<file path="src/rtl/fir_pkg.sv">
// Shared types and sizing helpers for the FIR coefficient-load controller.
package fir_pkg;

  localparam int unsigned DEF_DATA_WIDTH = 24;
  localparam int unsigned DEF_FIR_DEPTH  = 128;

  typedef enum logic [2:0] {
    IDLE   = 3'd0,
    LOAD   = 3'd1,
    ARMED  = 3'd2,
    SWAP   = 3'd3,
    SETTLE = 3'd4
  } state_t;

  // Address width for a given depth, never narrower than one bit
  function automatic int unsigned addr_w(input int unsigned depth);
    return (depth < 2) ? 1 : $clog2(depth);
  endfunction

endpackage

</file>
<file path="src/rtl/fir_coef_ctrl_if.sv">
// Coefficient stream, commit/strobe control and shadow-bank write bus of fir_coef_ctrl.
interface fir_coef_ctrl_if import fir_pkg::*; #(
  parameter int unsigned DATA_WIDTH = DEF_DATA_WIDTH,
  parameter int unsigned FIR_DEPTH  = DEF_FIR_DEPTH
) ();

  localparam int unsigned ADDR_W = addr_w(FIR_DEPTH);

  logic                  i_load_start;
  logic                  i_abort;
  logic [DATA_WIDTH-1:0] iv_coef;
  logic                  i_coef_valid;
  logic                  o_coef_ready;
  logic                  i_commit;
  logic                  i_sample_strobe;
  logic [ADDR_W-1:0]     ov_wr_addr;
  logic [DATA_WIDTH-1:0] ov_wr_data;
  logic                  o_wr_en;
  logic                  o_bank_sel;
  logic                  o_out_mask;
  logic                  o_busy;
  logic                  o_done;
  logic                  o_csum_err;

  modport master (
    output i_load_start, i_abort, iv_coef, i_coef_valid, i_commit, i_sample_strobe,
    input  o_coef_ready, ov_wr_addr, ov_wr_data, o_wr_en, o_bank_sel, o_out_mask,
           o_busy, o_done, o_csum_err
  );

  modport slave (
    input  i_load_start, i_abort, iv_coef, i_coef_valid, i_commit, i_sample_strobe,
    output o_coef_ready, ov_wr_addr, ov_wr_data, o_wr_en, o_bank_sel, o_out_mask,
           o_busy, o_done, o_csum_err
  );

endinterface

</file>
<file path="src/rtl/fir_settle_counter.sv">
// Loadable down-counter with strobe-gated decrement and zero flag; shared by
// the load beat count and the post-swap settle count.
module fir_settle_counter #(
  parameter int unsigned W = 8
) (
  input  logic         clk,
  input  logic         rst,
  input  logic         load,
  input  logic [W-1:0] load_val,
  input  logic         dec,
  output logic [W-1:0] count,
  output logic         zero_c
);

  assign zero_c = (count == '0);

  always_ff @(posedge clk or posedge rst) begin
    if (rst) begin
      count <= '0;
    end else if (load) begin
      count <= load_val;
    end else if (dec && !zero_c) begin
      count <= count - W'(1);
    end
  end

endmodule

</file>
<file path="src/rtl/fir_coef_ctrl.sv">
// Coefficient load / bank-swap controller for the double-buffered systolic FIR.
// Build option FIR_COEF_CHECKSUM_EN adds a trailing checksum beat to each load.
module fir_coef_ctrl import fir_pkg::*; #(
  parameter int unsigned DATA_WIDTH = DEF_DATA_WIDTH,
  parameter int unsigned FIR_DEPTH  = DEF_FIR_DEPTH
) (
  input  logic           i_clk,
  input  logic           i_rst,
  fir_coef_ctrl_if.slave bus
);

  localparam int unsigned ADDR_W = addr_w(FIR_DEPTH);
  localparam int unsigned CNT_W  = addr_w(FIR_DEPTH + 1);
`ifdef FIR_COEF_CHECKSUM_EN
  localparam int unsigned LAST_BEAT = FIR_DEPTH;
`else
  localparam int unsigned LAST_BEAT = FIR_DEPTH - 1;
`endif

  state_t                state, state_nx;
  logic                  cnt_load_c, cnt_dec_c, cnt_zero_c;
  logic [CNT_W-1:0]      cnt_val_c, cnt, beat_idx_c;
  logic                  beat_c, data_beat_c, csum_ok_c, toggle_c, done_c, commit_hit_c;
  logic                  commit_q, bank_sel_q, mask_q, done_q, ready_q, busy_q, wr_en_q;
  logic [ADDR_W-1:0]     wr_addr_q;
  logic [DATA_WIDTH-1:0] wr_data_q;

  // Counter holds beats remaining in LOAD and samples remaining in SETTLE
  fir_settle_counter #(.W(CNT_W)) u_cnt (
    .clk      (i_clk),
    .rst      (i_rst),
    .load     (cnt_load_c),
    .load_val (cnt_val_c),
    .dec      (cnt_dec_c),
    .count    (cnt),
    .zero_c   (cnt_zero_c)
  );

  assign beat_c       = (state == LOAD) && bus.i_coef_valid && !bus.i_abort;
  assign beat_idx_c   = CNT_W'(LAST_BEAT) - cnt;
  assign commit_hit_c = commit_q || bus.i_commit;

`ifdef FIR_COEF_CHECKSUM_EN
  logic [DATA_WIDTH-1:0] csum_q;
  logic                  csum_err_q;

  // Final beat carries the expected sum and is never written to the bank
  assign data_beat_c = beat_c && !cnt_zero_c;
  assign csum_ok_c   = (csum_q == bus.iv_coef);

  always_ff @(posedge i_clk or posedge i_rst) begin
    if (i_rst) begin
      csum_q     <= '0;
      csum_err_q <= 1'b0;
    end else if (cnt_load_c && (state == IDLE)) begin
      csum_q     <= '0;
      csum_err_q <= 1'b0;
    end else begin
      if (data_beat_c) csum_q <= csum_q + bus.iv_coef;
      if (beat_c && cnt_zero_c && !csum_ok_c) csum_err_q <= 1'b1;
    end
  end

  assign bus.o_csum_err = csum_err_q;
`else
  assign data_beat_c    = beat_c;
  assign csum_ok_c      = 1'b1;
  assign bus.o_csum_err = 1'b0;
`endif

  always_comb begin
    state_nx   = state;
    cnt_load_c = 1'b0;
    cnt_val_c  = CNT_W'(LAST_BEAT);
    cnt_dec_c  = 1'b0;
    toggle_c   = 1'b0;
    done_c     = 1'b0;
    case (state)
      IDLE: begin
        if (bus.i_load_start && !bus.i_abort) begin
          state_nx   = LOAD;
          cnt_load_c = 1'b1;
        end
      end
      LOAD: begin
        if (bus.i_abort) begin
          state_nx = IDLE;
        end else if (beat_c) begin
          cnt_dec_c = 1'b1;
          if (cnt_zero_c) state_nx = csum_ok_c ? ARMED : IDLE;
        end
      end
      ARMED: begin
        if (bus.i_abort)       state_nx = IDLE;
        else if (commit_hit_c) state_nx = SWAP;
      end
      SWAP: begin
        if (bus.i_abort) begin
          state_nx = IDLE;
        end else if (bus.i_sample_strobe) begin
          state_nx   = SETTLE;
          toggle_c   = 1'b1;
          cnt_load_c = 1'b1;
          cnt_val_c  = CNT_W'(FIR_DEPTH - 1);
        end
      end
      SETTLE: begin
        if (bus.i_sample_strobe) begin
          if (cnt_zero_c) begin
            state_nx = IDLE;
            done_c   = 1'b1;
          end else begin
            cnt_dec_c = 1'b1;
          end
        end
      end
      default: state_nx = IDLE;
    endcase
  end

  always_ff @(posedge i_clk or posedge i_rst) begin
    if (i_rst) begin
      state      <= IDLE;
      commit_q   <= 1'b0;
      bank_sel_q <= 1'b0;
      mask_q     <= 1'b0;
      done_q     <= 1'b0;
      ready_q    <= 1'b0;
      busy_q     <= 1'b0;
      wr_en_q    <= 1'b0;
      wr_addr_q  <= '0;
      wr_data_q  <= '0;
    end else begin
      state      <= state_nx;
      // Commit seen during LOAD/ARMED is held until the swap or an abort
      commit_q   <= (state_nx inside {LOAD, ARMED}) && (state != IDLE) && commit_hit_c;
      bank_sel_q <= bank_sel_q ^ toggle_c;
      if (toggle_c)    mask_q <= 1'b1;
      else if (done_c) mask_q <= 1'b0;
      done_q     <= done_c;
      ready_q    <= (state_nx == LOAD);
      busy_q     <= (state_nx != IDLE);
      wr_en_q    <= data_beat_c;
      if (data_beat_c) begin
        wr_addr_q <= ADDR_W'(beat_idx_c);
        wr_data_q <= bus.iv_coef;
      end
    end
  end

  assign bus.o_coef_ready = ready_q;
  assign bus.ov_wr_addr   = wr_addr_q;
  assign bus.ov_wr_data   = wr_data_q;
  assign bus.o_wr_en      = wr_en_q;
  assign bus.o_bank_sel   = bank_sel_q;
  assign bus.o_out_mask   = mask_q;
  assign bus.o_busy       = busy_q;
  assign bus.o_done       = done_q;

endmodule

</file>
<file path="src/flat_wrapper.sv">
// flat-port wrapper written by rule: the top's interface ports become plain ports
module fir_coef_ctrl_flat import fir_pkg::*;
#(
  parameter int unsigned DATA_WIDTH = DEF_DATA_WIDTH,
  parameter int unsigned FIR_DEPTH  = DEF_FIR_DEPTH
)
  (i_clk, i_rst, bus_i_load_start, bus_i_abort, bus_iv_coef, bus_i_coef_valid, bus_i_commit, bus_i_sample_strobe, bus_o_coef_ready, bus_ov_wr_addr, bus_ov_wr_data, bus_o_wr_en, bus_o_bank_sel, bus_o_out_mask, bus_o_busy, bus_o_done, bus_o_csum_err);
  fir_coef_ctrl_if #(.DATA_WIDTH(DATA_WIDTH), .FIR_DEPTH(FIR_DEPTH)) bus_i ();
  input  logic i_clk;
  input  logic i_rst;
  input wire logic [$bits(bus_i.i_load_start)-1:0] bus_i_load_start;
  input wire logic [$bits(bus_i.i_abort)-1:0] bus_i_abort;
  input wire logic [$bits(bus_i.iv_coef)-1:0] bus_iv_coef;
  input wire logic [$bits(bus_i.i_coef_valid)-1:0] bus_i_coef_valid;
  input wire logic [$bits(bus_i.i_commit)-1:0] bus_i_commit;
  input wire logic [$bits(bus_i.i_sample_strobe)-1:0] bus_i_sample_strobe;
  output wire logic [$bits(bus_i.o_coef_ready)-1:0] bus_o_coef_ready;
  output wire logic [$bits(bus_i.ov_wr_addr)-1:0] bus_ov_wr_addr;
  output wire logic [$bits(bus_i.ov_wr_data)-1:0] bus_ov_wr_data;
  output wire logic [$bits(bus_i.o_wr_en)-1:0] bus_o_wr_en;
  output wire logic [$bits(bus_i.o_bank_sel)-1:0] bus_o_bank_sel;
  output wire logic [$bits(bus_i.o_out_mask)-1:0] bus_o_out_mask;
  output wire logic [$bits(bus_i.o_busy)-1:0] bus_o_busy;
  output wire logic [$bits(bus_i.o_done)-1:0] bus_o_done;
  output wire logic [$bits(bus_i.o_csum_err)-1:0] bus_o_csum_err;
  assign bus_i.i_load_start = bus_i_load_start;
  assign bus_i.i_abort = bus_i_abort;
  assign bus_i.iv_coef = bus_iv_coef;
  assign bus_i.i_coef_valid = bus_i_coef_valid;
  assign bus_i.i_commit = bus_i_commit;
  assign bus_i.i_sample_strobe = bus_i_sample_strobe;
  assign bus_o_coef_ready = bus_i.o_coef_ready;
  assign bus_ov_wr_addr = bus_i.ov_wr_addr;
  assign bus_ov_wr_data = bus_i.ov_wr_data;
  assign bus_o_wr_en = bus_i.o_wr_en;
  assign bus_o_bank_sel = bus_i.o_bank_sel;
  assign bus_o_out_mask = bus_i.o_out_mask;
  assign bus_o_busy = bus_i.o_busy;
  assign bus_o_done = bus_i.o_done;
  assign bus_o_csum_err = bus_i.o_csum_err;
  fir_coef_ctrl #(.DATA_WIDTH(DATA_WIDTH), .FIR_DEPTH(FIR_DEPTH)) u_core (.i_clk(i_clk), .i_rst(i_rst), .bus(bus_i));
endmodule
</file>
<file path="config.mk">
export PLATFORM = sky130hd
export DESIGN_NAME = fir_coef_ctrl_flat
export DESIGN_NICKNAME = d
export VERILOG_FILES = /design/src/rtl/fir_pkg.sv /design/src/rtl/fir_coef_ctrl_if.sv /design/src/rtl/fir_settle_counter.sv /design/src/rtl/fir_coef_ctrl.sv /design/src/flat_wrapper.sv
export SDC_FILE = /design/constraint.sdc
export NUM_CORES = 1
export LEC_CHECK = 0
export CAP_MARGIN = 20
export CORE_MARGIN = 4
export CORE_UTILIZATION = 42
export CTS_CLUSTER_DIAMETER = 120
export CTS_CLUSTER_SIZE = 28
export DETAILED_ROUTE_END_ITERATION = 8
export PLACE_DENSITY = 0.74
export SLEW_MARGIN = 30
export SYNTH_ARGS = -nofsm -noshare
export SYNTH_HDL_FRONTEND = slang
export SYNTH_SLANG_ARGS = --single-unit
</file>
<file path="constraint.sdc">
create_clock -name i_clk -period 5.8 [get_ports i_clk]
set_input_delay 1.45 -clock i_clk [delete_from_list [all_inputs] [get_ports i_clk]]
set_output_delay 1.45 -clock i_clk [all_outputs]
set_load 0.01 [all_outputs]
</file>
Word level (Yosys, flattened, before mapping)
Index checks and enable logic that the tools add are counted.
{ "word_totals": {"rom_bits": 0, "inputBits": 31, "n_memories": 0, "ramBits": 0, "elab_cells": 64, "reg_bits": 49, "output_inout_bits": 38, "latchBits": 0} }
{ "classes": {"reduce_logical": 16, "n_shift": 0, "addsub": 2, "mux": 28, "n_mul": 0, "n_lt_le_gt_ge": 0, "eq_ne": 6, "bitwise_logic": 1, "div_mod_pow": 0} }
{ "op_table": {"columns": ["operator", "count"], "rows": [
  ["3-bit two-way mux", 10],
  ["8-bit two-way mux", 2],
  ["3-bit one-hot mux with 5 select lines", 1],
  ["1-bit two-way mux", 13],
  ["3-bit by 2-bit equality test with 1-bit output, second input constant", 3],
  ["8-bit zero test", 1],
  ["8-bit by 1-bit subtractor with 8-bit output, second input constant", 1],
  ["7-bit subtractor, first input constant", 1],
  ["3-bit by 1-bit equality test with 1-bit output, second input constant", 2],
  ["1-bit logical AND", 6],
  ["2-bit nonzero test", 3],
  ["3-bit nonzero test", 2],
  ["1-bit one-hot mux with 2 select lines", 2],
  ["3-bit equality test, second input constant", 1],
  ["3-bit zero test", 1],
  ["1-bit zero test", 2],
  ["1-bit logical OR", 1],
  ["1-bit bitwise XOR", 1]
]} }

Longest topological paths before layout
Gate-level depths: netlist of run 1.
{ "depth": {"ltp_word": 10, "mapped_depth": 7, "depth_no_buf": 7} }

By module
A second synthesis of run 1 with hierarchy kept.
{ "hier_totals": {"cells_unflattened": 237, "hier_area_um2": 2183.3} }
{ "by_module_without_submodules": {"columns": ["mod", "cells_per_inst", "seq_area_each_um2", "instances", "area_each_um2"], "rows": [
  ["fir_coef_ctrl", 173, 1026.0, 1, 1634.1],
  ["fir_settle_counter", 64, 200.2, 1, 549.3]
]} }

Worst setup path after synthesis of run 1
Ideal clock, no wire load.
{ "synth_timing": {"path_type": "in2reg", "startpoint": "input port bus_i_abort", "endpoint": "register u_core.u_cnt.count[3]", "stages": 5, "t_arrival_ns": 2.471, "n_path_buf": 0, "setup_slack_ns": 3.200, "setup_ns": 0.129, "required_ns": 5.671, "path_cell_list": "nand4bb_4 -> a221o_1 -> nor4_2 -> xnor2_1 -> nand2_1"} }
{ "synth_between": {"elab_chain_cells": 7, "word_cells_on_any_way": 12, "cone_classes": "mux: 7; reduce/logical: 5"} }
{ "synth_lines": {"columns": ["element", "line_no", "source"], "rows": [
  ["from (decl)", "flat_wrapper.sv:12", "input wire logic [$bits(bus_i.i_abort)-1:0] bus_i_abort;"],
  ["1-bit zero test", "fir_coef_ctrl.sv:39, fir_coef_ctrl.sv:80", null],
  ["1-bit logical AND", "fir_coef_ctrl.sv:39", "assign beat_c = (state == LOAD) && bus.i_coef_valid && !bus.i_abort;"],
  ["1-bit two-way mux", "fir_coef_ctrl.sv:88", "end else if (beat_c) begin"],
  ["1-bit two-way mux", "fir_coef_ctrl.sv:86", "if (bus.i_abort) begin"],
  ["1-bit one-hot mux with 2 select lines", "fir_coef_ctrl.sv:78", "case (state)"],
  ["1-bit logical AND", "fir_settle_counter.sv:22", "end else if (dec && !zero_c) begin"],
  ["2-bit nonzero test (no source line)", null, null],
  ["to (signal assigned)", "fir_settle_counter.sv:21", "count <= load_val;"],
  ["to (signal assigned)", "fir_settle_counter.sv:23", "count <= count - W'(1);"],
  ["to (decl)", "fir_settle_counter.sv:11", "output logic [W-1:0] count,"]
]} }
Several ways; a longest one is shown, not always the timed one.
A chain may end at the register's enable or synchronous reset.

Final worst setup path of run 1
{ "layout_timing": {"startpoint": "input port bus_i_abort", "endpoint": "register u_core.wr_data_q[13] (netlist: u_core.bus.ov_wr_data[13])"} }
{ "layout_between": {"elab_chain_cells": 2} }
{ "layout_lines": {"columns": ["element", "line_no", "source"], "rows": [
  ["1-bit zero test", "fir_coef_ctrl.sv:39", null],
  ["1-bit logical AND", "fir_coef_ctrl.sv:39", null],
  ["to (signal assigned)", "fir_coef_ctrl.sv:146", "wr_data_q <= bus.iv_coef;"],
  ["to (decl)", "fir_coef_ctrl.sv:26", "logic [DATA_WIDTH-1:0] wr_data_q;"]
]} }
Every way passes these cells.

==> flow_summary_export.csv, run 1 <==
group,metric,value,unit
setup_path,path_class,"in -> reg",
power,ir_drop,0.114,mV
min_path,hp-start,"u_core.bus.ov_wr_data[0]",
setup_path,crit_path_frequent_cell,"nand2_1",
die,coreArea,4790,um2
setup_path,path_delay_family,"simple AND/OR/NAND/NOR gates",
global_routing,grtUsageMet1,19.9,%
global_routing,grt_pass1_wl,7.48,mm
setup_path,worstPathRequired,6030,ps
yosys,synth_flop_cell,"dfrtp_1",
global_routing,grt_max_degree,50,
clock_tree,clock-sinks,49,
timing,fin_crit_sh,54.3,%
drt,viasPerCell,4.77,
timing,fmaxAchievable,0.317,GHz
timing,clock-skew-final,5.30,ps
min_path,holdPathStages,2,
setup_path,r2r-end,"u_core.bus.o_busy",
setup_path,crit_cells,6,
setup_path,critPathMaxFanout,39,
global_routing,grtUsageTotal,14.9,%
die,std_cell_rows,25,
clock_tree,clock_latency,290,ps
setup_path,r2r-start,"u_core.u_cnt.count[0]",
placement,gp_congestion,0.757,
die,die_h,78.7,um
die,die_w,78.7,um
drt,wire_per_inst,12.7,um
yosys,yosys_warnings,0,
clock_tree,htreeDepth,2,
job,maxCapViolCount,0,
setup_path,cp_slowest_stage_delay,580,ps
drt,wirelength,4.39,mm
die,io_pins,69,
final_layout,drive_gt1_share,7.86,%
timing,worst_slew_pin_slew,663,ps
yosys,synth.net_count,247,
die,initial_core_util,43.9,%
clock_tree,cts_hold_buffers,0,
setup_path,rrSetupSlack,3750,ps
timing,timing.setup.tns,0,ps
yosys,syn_inst,215,
die,die-area,6200,um2
drt,vias,1655,
setup_path,critPathSlowestCell,"or2_2",
final_layout,n_fill_cell,407,
drt,ant_nets,0,
drt,drc,0,
clock_tree,cts_tree,"yes",
clock_tree,cts_made_buffers,5,
yosys,ys_seq_area_share,58.3,%
final_layout,layout.nets,312,
setup_path,cp_num_buf_inv,2,
placement,dpl_cell_area,2820,um2
clock_tree,clkSlewWorstSetupHoldPaths,80,ps
yosys,synth-seq-cells,49,
timing,finalSetupViolCount,0,
setup_path,cp-start-kind,"input port",
placement,dpl_worst_slack,2330,ps
yosys,syn_area_per_cell,9.78,um2
timing,postLayoutSetupSlackWorst,2650,ps
timing,maxSlewViolCount,0,
global_routing,use_met2,24.4,%
final_layout,multi_input_area,811,um2
drt,first_iter_violations,75,
clock_tree,cts_setup_buffers,0,
timing,whs,476,ps
setup_path,endpoint_kind,"flip-flop",
yosys,syn_area,2100,um2
global_routing,antenna_found_initial,0,
min_path,min_path_type,"reg -> reg",
timing,hold_violations,0,
min_path,holdPathEnd,"u_core.bus.ov_wr_data[0]",
timing,rsz0062_at_grt,"no",
run_status,status,"finished, final reports clean",
placement,hpwl,3.16,mm
setup_path,crit_chain,"clkdlybuf4s50_1, nand4bb_4, or2_2, inv_2, nand2_1, nand2_1",
final_layout,register_area,1230,um2
global_routing,top_usage_layer,"met2",
setup_path,crit_arrival,3380,ps
power,total_leakage_power,1.29,nW
final_layout,final_area,2900,um2
global_routing,grt_pass1_vias,1590,
final_layout,syn2layout_area_growth,38.1,%
global_routing,gr-usage-met3,4.42,%
clock_tree,clock_path_buffers,2,
timing,min_period,3150,ps
yosys,ys_types,41,
clock_tree,cts_root_buf,"clkbuf_8",
global_routing,overflow,0,
drt,drt_pass1_iterations,4,
final_layout,antenna_cells,0,
yosys,ys_async_sr_fraction,100,%
setup_path,reg2reg_depth,6,
clock_tree,cts_resized,0,
placement,port_buffers,67,
timing,slew_headroom,55.8,%
power,power_density,300,nW/um2
yosys,synth-edff-count,0,
cell usage after synthesis (2+ instances only):
cell / instances / share of area (%)
nand2_1: 87 / 16
dfrtp_1: 49 / 58
o21ai_0: 10 / 2.4
nor2_1: 8 / 1.4
nand3_1: 6 / 1.4
inv_1: 5 / 0.89
buf_2: 4 / 0.95
clkbuf_1: 4 / 0.71
xnor2_1: 4 / 1.7
xor2_1: 3 / 1.3
a21oi_1: 2 / 0.48
and2_1: 2 / 0.60
nand3b_1: 2 / 0.71
nand4_1: 2 / 0.60
where the power goes:
group | internal (W) | total [W] | leakage [nW] | switching, W
logic | 0.000140 | 0.000241 | 0.633 | 0.000101
registers | 0.000402 | 0.000435 | 0.610 | 0.0000332
clock network | 0.0000947 | 0.000196 | 0.0443 | 0.000101
total | 0.000637 | 0.000872 | 1.29 | 0.000235
cell families after synthesis:
kind of cell	count (synthesis)	share of synthesized area (%)
AND/OR/NAND/NOR	123	28.5
AO/OA/AOI/OAI	19	6.37
adder cells (fa/ha/maj)	1	0.595
other	1	0.178
XOR/XNOR	7	2.92
flip-flops	49	58.3
buffers and inverters	15	3.10
cell type report:
type / count / area share [%]
clock buffers: 7 / 2.97
inverters: 6 / 0.862
multi-input cells: 151 / 27.9
flip-flops and latches: 49 / 42.2
well taps: 67 / 2.89
repair buffers: 67 / 23.1
per-layer routing:
layer  vias up  wire, um
met3         8       395
met2        56      2070
met4         0        42
met5         -         0
li1        826         -
met1       765      1880
metrics by stage:
stage | util, % | total power [W] | cells
floorplan | - | 0.000532 | 215
global placement | 58.8 | 0.000682 | 340
detailed placement | 58.8 | 0.000688 | 340
CTS | 60.7 | 0.000886 | 347
global route | 60.7 | 0.000925 | 347
finish | 60.7 | 0.000872 | 347
worst max path at each step:
stage,startpoint,slack [ps],end
after global routing,bus_i_abort,2500,u_core.bus.ov_wr_data[7]
final,bus_i_abort,2650,u_core.bus.ov_wr_data[13]
after detailed placement,bus_i_abort,2330,u_core.bus.ov_wr_data[10]
after floorplan,i_rst,3180,u_core.bus.o_bank_sel
after CTS,bus_i_abort,2640,u_core.bus.ov_wr_data[10]
after global placement,bus_i_abort,1880,u_core.bus.ov_wr_data[23]
tightest hold or removal path: stages (launching register included):
cell and delay [ps]:
dfrtp_1 340, nand2_1 50, nand2_1 50
registers in the layout, summed over array words and instances, names as in the netlist:
signal	count
u_core.state	3
u_core.bus.o_bank_sel	1
u_core.bus.ov_wr_addr	7
u_core.bus.ov_wr_data	24
u_core.bus.o_out_mask	1
u_core.bus.o_coef_ready	1
u_core.commit_q	1
u_core.u_cnt.count	8
u_core.bus.o_busy	1
u_core.bus.o_wr_en	1
u_core.bus.o_done	1
cell usage in the layout, fill, tap and decap left out, drive strengths merged, types with 2 or more instances in the layout:
cell type,n
a21oi,2
and2,2
clkbuf,7
clkdlybuf4s50,67
dfrtp,49
inv,6
nand2,87
nand3,6
nand3b,2
nand4,2
nor2,9
nor3,2
nor4,2
o21ai,10
or2,2
or3,2
xnor2,4
xor2,3
(Power assumes the default switching activity.)
==> run 2: changes to the inputs <==
--- a/config.mk
+++ b/config.mk
@@ -7,11 +7,11 @@
 export LEC_CHECK = 0
 export CAP_MARGIN = 20
 export CORE_MARGIN = 4
-export CORE_UTILIZATION = 42
+export CORE_UTILIZATION = 41
 export CTS_CLUSTER_DIAMETER = 120
 export CTS_CLUSTER_SIZE = 28
 export DETAILED_ROUTE_END_ITERATION = 8
-export PLACE_DENSITY = 0.74
+export PLACE_DENSITY = 0.76
 export SLEW_MARGIN = 30
 export SYNTH_ARGS = -nofsm -noshare
 export SYNTH_HDL_FRONTEND = slang
==> constraint.sdc (replaced) <==
create_clock -name i_clk -period 2.6 [get_ports i_clk]
set_input_delay 0.65 -clock i_clk [delete_from_list [all_inputs] [get_ports i_clk]]
set_output_delay 0.65 -clock i_clk [all_outputs]
set_load 0.01 [all_outputs]
==> run 2 against run 1 <==
Net effect: global-route usage up 0.89 points; count of clock-buffer cells in the layout is the same; critical path type unchanged; total power rose by 140%; largest power group unchanged.
==> flow_summary_export.csv, run 2 (same netlist as run 1, synthesis figures left out) <==
group,metric,value,unit
run_status,status,"finished, final reports clean",
timing,timing.setup.tns,0,ps
drt,drc,0,
power,pwr-share-comb,26.4,%
setup_path,r2r-start,"u_core.u_cnt.count[0]",
final_layout,final_cell_mix,"87 x nand2_1, 67 x clkdlybuf4s50_1, 49 x dfrtp_1",
final_layout,n_fill_cell,415,
job,maxCapViolCount,0,
final_layout,antenna_cells,0,
die,die_h,79.6,um
global_routing,antenna_found_initial,0,
clock_tree,cts_made_buffers,5,
placement,dpl_worst_slack,229,ps
clock_tree,cts_resized,0,
power,power_density,696,nW/um2
clock_tree,cts_hold_buffers,0,
setup_path,path_class,"in -> reg",
timing,maxSlewViolCount,0,
power,power.share.clock,26.5,%
timing,hold_violations,0,
die,initial_core_util,43.4,%
setup_path,rrSetupSlack,530,ps
global_routing,grt_max_degree,26,
setup_path,critPathMaxFanout,6,
power,swShare,25.9,%
timing,finalSetupViolCount,0,
setup_path,cp-start-kind,"input port",
power,internal_power,0.00153,W
min_path,hp-start,"u_core.bus.o_bank_sel",
drt,ant_nets,0,
placement,port_buffers,67,
drt,wirelength,4.60,mm
final_layout,largest_reg_flops,24,
timing,postLayoutSetupSlackWorst,515,ps
final_layout,final_area,2960,um2
clock_tree,cts_root_buf,"clkbuf_8",
power,seqPwrFrac,47.2,%
placement,dpl_cell_area,2840,um2
setup_path,crit_arrival,2250,ps
power,switchingPower,0.000535,W
timing,min_period,2080,ps
clock_tree,htreeDepth,2,
die,die-area,6340,um2
clock_tree,clkSlewWorstSetupHoldPaths,80,ps
placement,gp_congestion,0.816,
clock_tree,clock_path_buffers,2,
die,coreArea,4850,um2
timing,rsz0062_at_grt,"no",
timing,clock-skew-final,4.02,ps
drt,viasPerCell,4.81,
final_layout,fin_cells,352,
die,std_cell_rows,25,
drt,first_iter_violations,88,
final_layout,syn2layout_area_growth,40.8,%
timing,fmaxAchievable,0.480,GHz
global_routing,grtUsageTotal,15.8,%
setup_path,endpoint_kind,"flip-flop",
placement,dp_cells,344,
placement,hpwl,3.38,mm
die,die_w,79.6,um
power,total_leakage_power,1.32,nW
global_routing,grt_pass1_vias,1653,
setup_path,worstPathRequired,2770,ps
die,io_pins,69,
setup_path,reg2reg_depth,6,
min_path,min_path_type,"reg -> reg",
drt,drt_pass1_iterations,4,
timing,fin_crit_sh,80.2,%
setup_path,r2r-end,"u_core.bus.o_busy",
global_routing,overflow,0,
drt,wire_per_inst,13.1,um
final_layout,drive_gt1_share,9.12,%
clock_tree,clock-sinks,49,
clock_tree,cts_setup_buffers,0,
min_path,holdPathEnd,"u_core.bus.o_bank_sel",
global_routing,grt_pass1_wl,7.93,mm
final_layout,layout.nets,316,
clock_tree,clock_latency,290,ps
clock_tree,cts_tree,"yes",
final_layout,final_common_cell,"nand2_1",
power,ir_drop,0.294,mV
final_layout,post-route-util,61.1,%
drt,vias,1694,
min_path,holdPathStages,1,
-- run 2: cell count changes in the layout (fill, tap and decap cells not counted), sizes merged --
cell,change
buf,+4
bufinv,+1
-- run 2: power by group through the flow --
stage          combinational, W  sequential [W]  clock [W]
2_1_floorplan          0.000141         0.00105          0
3_3_place_gp           0.000542        0.000986          0
3_5_place_dp           0.000552        0.000989          0
4_1_cts                0.000555        0.000974   0.000562
5_1_grt                0.000603        0.000993   0.000594
6_report               0.000544        0.000972   0.000545
-- run 2: worst max path at each step --
| stage | from | end | slack, ps | cells after the start |
|---|---|---|---|---|
| floorplan | u_core.u_cnt.count[0] | u_core.bus.o_busy | 700 | 6 |
| global placement | bus_i_abort | u_core.u_cnt.count[3] | 310 | 6 |
| detailed placement | bus_i_abort | u_core.u_cnt.count[3] | 230 | 6 |
| CTS | bus_i_abort | u_core.u_cnt.count[3] | 530 | 6 |
| global route | u_core.u_cnt.count[0] | u_core.bus.o_busy | 410 | 6 |
| finish | bus_i_abort | u_core.u_cnt.count[3] | 520 | 6 |
-- run 2: layer usage --
layer | part of all wire, % | vias to the layer above | track usage, %
li1 | - | 833 | -
met1 | 44 | 793 | 20.5
met2 | 48 | 60 | 26.2
met3 | 6.6 | 8 | 4.51
met4 | 1.1 | 0 | 3.44
met5 | 0 | - | 0
-- run 2: critical path, stage by stage --
cell	delay, ps
clkdlybuf4s50_1	420
nand4bb_4	310
a221o_1	420
nor4_2	200
xnor2_1	160
nand2_1	80
-- run 2: stage by stage --
step	total power (W)	hold slack (ps)
floorplan	0.00119	508
global placement	0.00153	458
detailed placement	0.00154	461
CTS	0.00209	482
global route	0.00219	505
finish	0.00206	477
-- run 2: cell type report --
cell class / instances / area, um2 / area share (%)
clock buffers: 7 / 86.3 / 2.92
clock inverters: 1 / 30.0 / 1.01
flip-flops and latches: 49 / 1230 / 41.4
well taps: 67 / 83.8 / 2.83
multi-input cells: 151 / 811 / 27.4
inverters: 6 / 22.5 / 0.761
repair buffers: 71 / 701 / 23.7
==> run 3: changes to the inputs <==
==> constraint.sdc (replaced) <==
create_clock -name i_clk -period 1.9 [get_ports i_clk]
set_input_delay 0.475 -clock i_clk [delete_from_list [all_inputs] [get_ports i_clk]]
set_output_delay 0.475 -clock i_clk [all_outputs]
set_load 0.01 [all_outputs]
==> run 3 against run 2 <==
Net effect: the flow now finishes with violations (setup timing); utilization up 3.6 points; critical path depth unchanged; total power up 34%; design area up 5.9%; combinational power up 49%; flip-flop and latch count unchanged; register-to-register slack worse by 540 ps; non-clock buffer count up 16; sequential share of layout area down 2.3 points; count of clock-buffer cells in the layout down 2.
==> flow_summary_export.csv, run 3 (same netlist as run 1, synthesis figures left out) <==
group,metric,value,unit
clock_tree,cts_root_buf,"clkbuf_8",
placement,port_buffers,67,
min_path,holdPathStages,1,
global_routing,grt_pass1_wl,8.11,mm
clock_tree,clock-sinks,49,
drt,drc,0,
final_layout,largest_reg_flops,24,
global_routing,overflow,0,
drt,ant_nets,0,
timing,rsz0062_at_grt,"yes",
final_layout,n_fill_cell,411,
drt,first_iter_violations,67,
die,die-area,6340,um2
drt,wirelength,4.83,mm
global_routing,antenna_found_initial,0,
global_routing,grt_pass1_vias,1744,
placement,gp_congestion,0.796,
timing,postLayoutSetupSlackWorst,-12.6,ps
setup_path,critPathSlowestCell,"or4b_4",
setup_path,cp_num_buf_inv,1,
die,die_h,79.6,um
die,initial_core_util,43.4,%
drt,vias,1729,
setup_path,worstPathRequired,2080,ps
drt,viasPerCell,4.70,
power,ir_drop,0.467,mV
final_layout,layout.nets,332,
placement,dpl_worst_slack,-273,ps
setup_path,critPathMaxFanout,4,
run_status,failed_checks,"setup timing",
setup_path,endpoint_kind,"flip-flop",
setup_path,r2r-end,"u_core.bus.o_busy",
clock_tree,clock_path_buffers,2,
setup_path,r2r-start,"u_core.u_cnt.count[0]",
job,maxCapViolCount,0,
power,p_total,0.00276,W
clock_tree,cts_tree,"yes",
setup_path,crit_chain,"inv_2, ha_4, or4b_4, nor4_4, o31ai_4, or3_1",
setup_path,path_delay_family,"simple AND/OR/NAND/NOR gates",
setup_path,cp_slowest_stage_delay,500,ps
clock_tree,cts_hold_buffers,0,
final_layout,syn2layout_area_growth,49.2,%
clock_tree,cts_made_buffers,5,
placement,hpwl,3.66,mm
power,total_leakage_power,1.39,nW
power,power_density,881,nW/um2
setup_path,rrSetupSlack,-10,ps
timing,maxSlewViolCount,0,
timing,hold_violations,0,
timing,finalSetupViolCount,1,
drt,drt_pass1_iterations,4,
final_layout,antenna_cells,0,
setup_path,reg2reg_depth,6,
setup_path,cp-start-kind,"flip-flop",
drt,wire_per_inst,13.1,um
final_layout,final_cell_mix,"87 x nand2_1, 67 x clkdlybuf4s50_1, 49 x dfrtp_1",
final_layout,post-route-util,64.7,%
clock_tree,clkSlewWorstSetupHoldPaths,90,ps
die,coreArea,4850,um2
min_path,holdPathEnd,"u_core.bus.o_bank_sel",
clock_tree,clock_latency,300,ps
min_path,hp-start,"u_core.bus.o_bank_sel",
die,std_cell_rows,25,
die,io_pins,69,
clock_tree,htreeDepth,2,
final_layout,final_common_cell,"nand2_1",
global_routing,grt_max_degree,50,
min_path,min_path_type,"reg -> reg",
timing,min_period,1910,ps
timing,fin_crit_sh,101,%
setup_path,path_class,"reg -> reg",
die,die_w,79.6,um
global_routing,grtUsageTotal,16.0,%
setup_path,crit_arrival,2090,ps
timing,clock-skew-final,13.9,ps
timing,fmaxAchievable,0.523,GHz
final_layout,drive_gt1_share,15.6,%
run_status,status,"finished, violations left",
-- run 3: worst max path at each step --
stage,start,endpoint,slack [ps],depth (start not counted)
after floorplan,u_core.u_cnt.count[0],u_core.bus.o_busy,2,6
after global placement,bus_i_abort,u_core.u_cnt.count[3],-200,6
after detailed placement,bus_i_abort,u_core.u_cnt.count[6],-270,6
after CTS,u_core.u_cnt.count[0],u_core.bus.o_busy,-50,6
after global routing,u_core.u_cnt.count[1],u_core.commit_q,-70,7
final,u_core.u_cnt.count[0],u_core.bus.o_busy,-10,6
-- run 3: power by group --
group          switching (W)  total (W)  internal [W]
registers          0.0000956    0.00132       0.00123
clock network       0.000363   0.000632      0.000269
logic               0.000336   0.000809      0.000473
total               0.000795    0.00276       0.00197
-- run 3: stage by stage --
| step | cell area [um2] | hold WS (ps) | TNS [ps] | cells |
|---|---|---|---|---|
| after global placement | 2980 | 456 | -4280 | 357 |
| after CTS | 3080 | 481 | -53.7 | 365 |
| after detailed placement | 2980 | 461 | -6230 | 357 |
| final | 3140 | 478 | -12.6 | 368 |
| after global routing | 3140 | 503 | -134 | 368 |
| after floorplan | 2100 | 508 | 0 | 215 |
-- run 3: repair_timing --
action                                  CTS  global route
setup buffers                             0             3
resized for setup                         1             6
hold endpoints to repair                  0             0
pin swaps                                 0             3
endpoints found under the setup margin    1             6
-- run 3: final cells by class --
class	count	area (um2)	share of cell area, %
Clock buffer	5	68.8	2.19
Clock inverter	3	25.0	0.798
Inverter	6	22.5	0.718
Multi-Input combinational cell	151	851	27.1
Sequential cell	49	1230	39.1
Tap cell	67	83.8	2.67
Timing Repair Buffer	87	858	27.4
-- run 3: per-layer routing --
metal	up-vias	wire length, um	global-route usage [%]
met3	6	257	3.50
li1	861	-	-
met4	0	50	4.12
met5	-	0	0
met2	46	2390	27.4
met1	816	2130	20.5
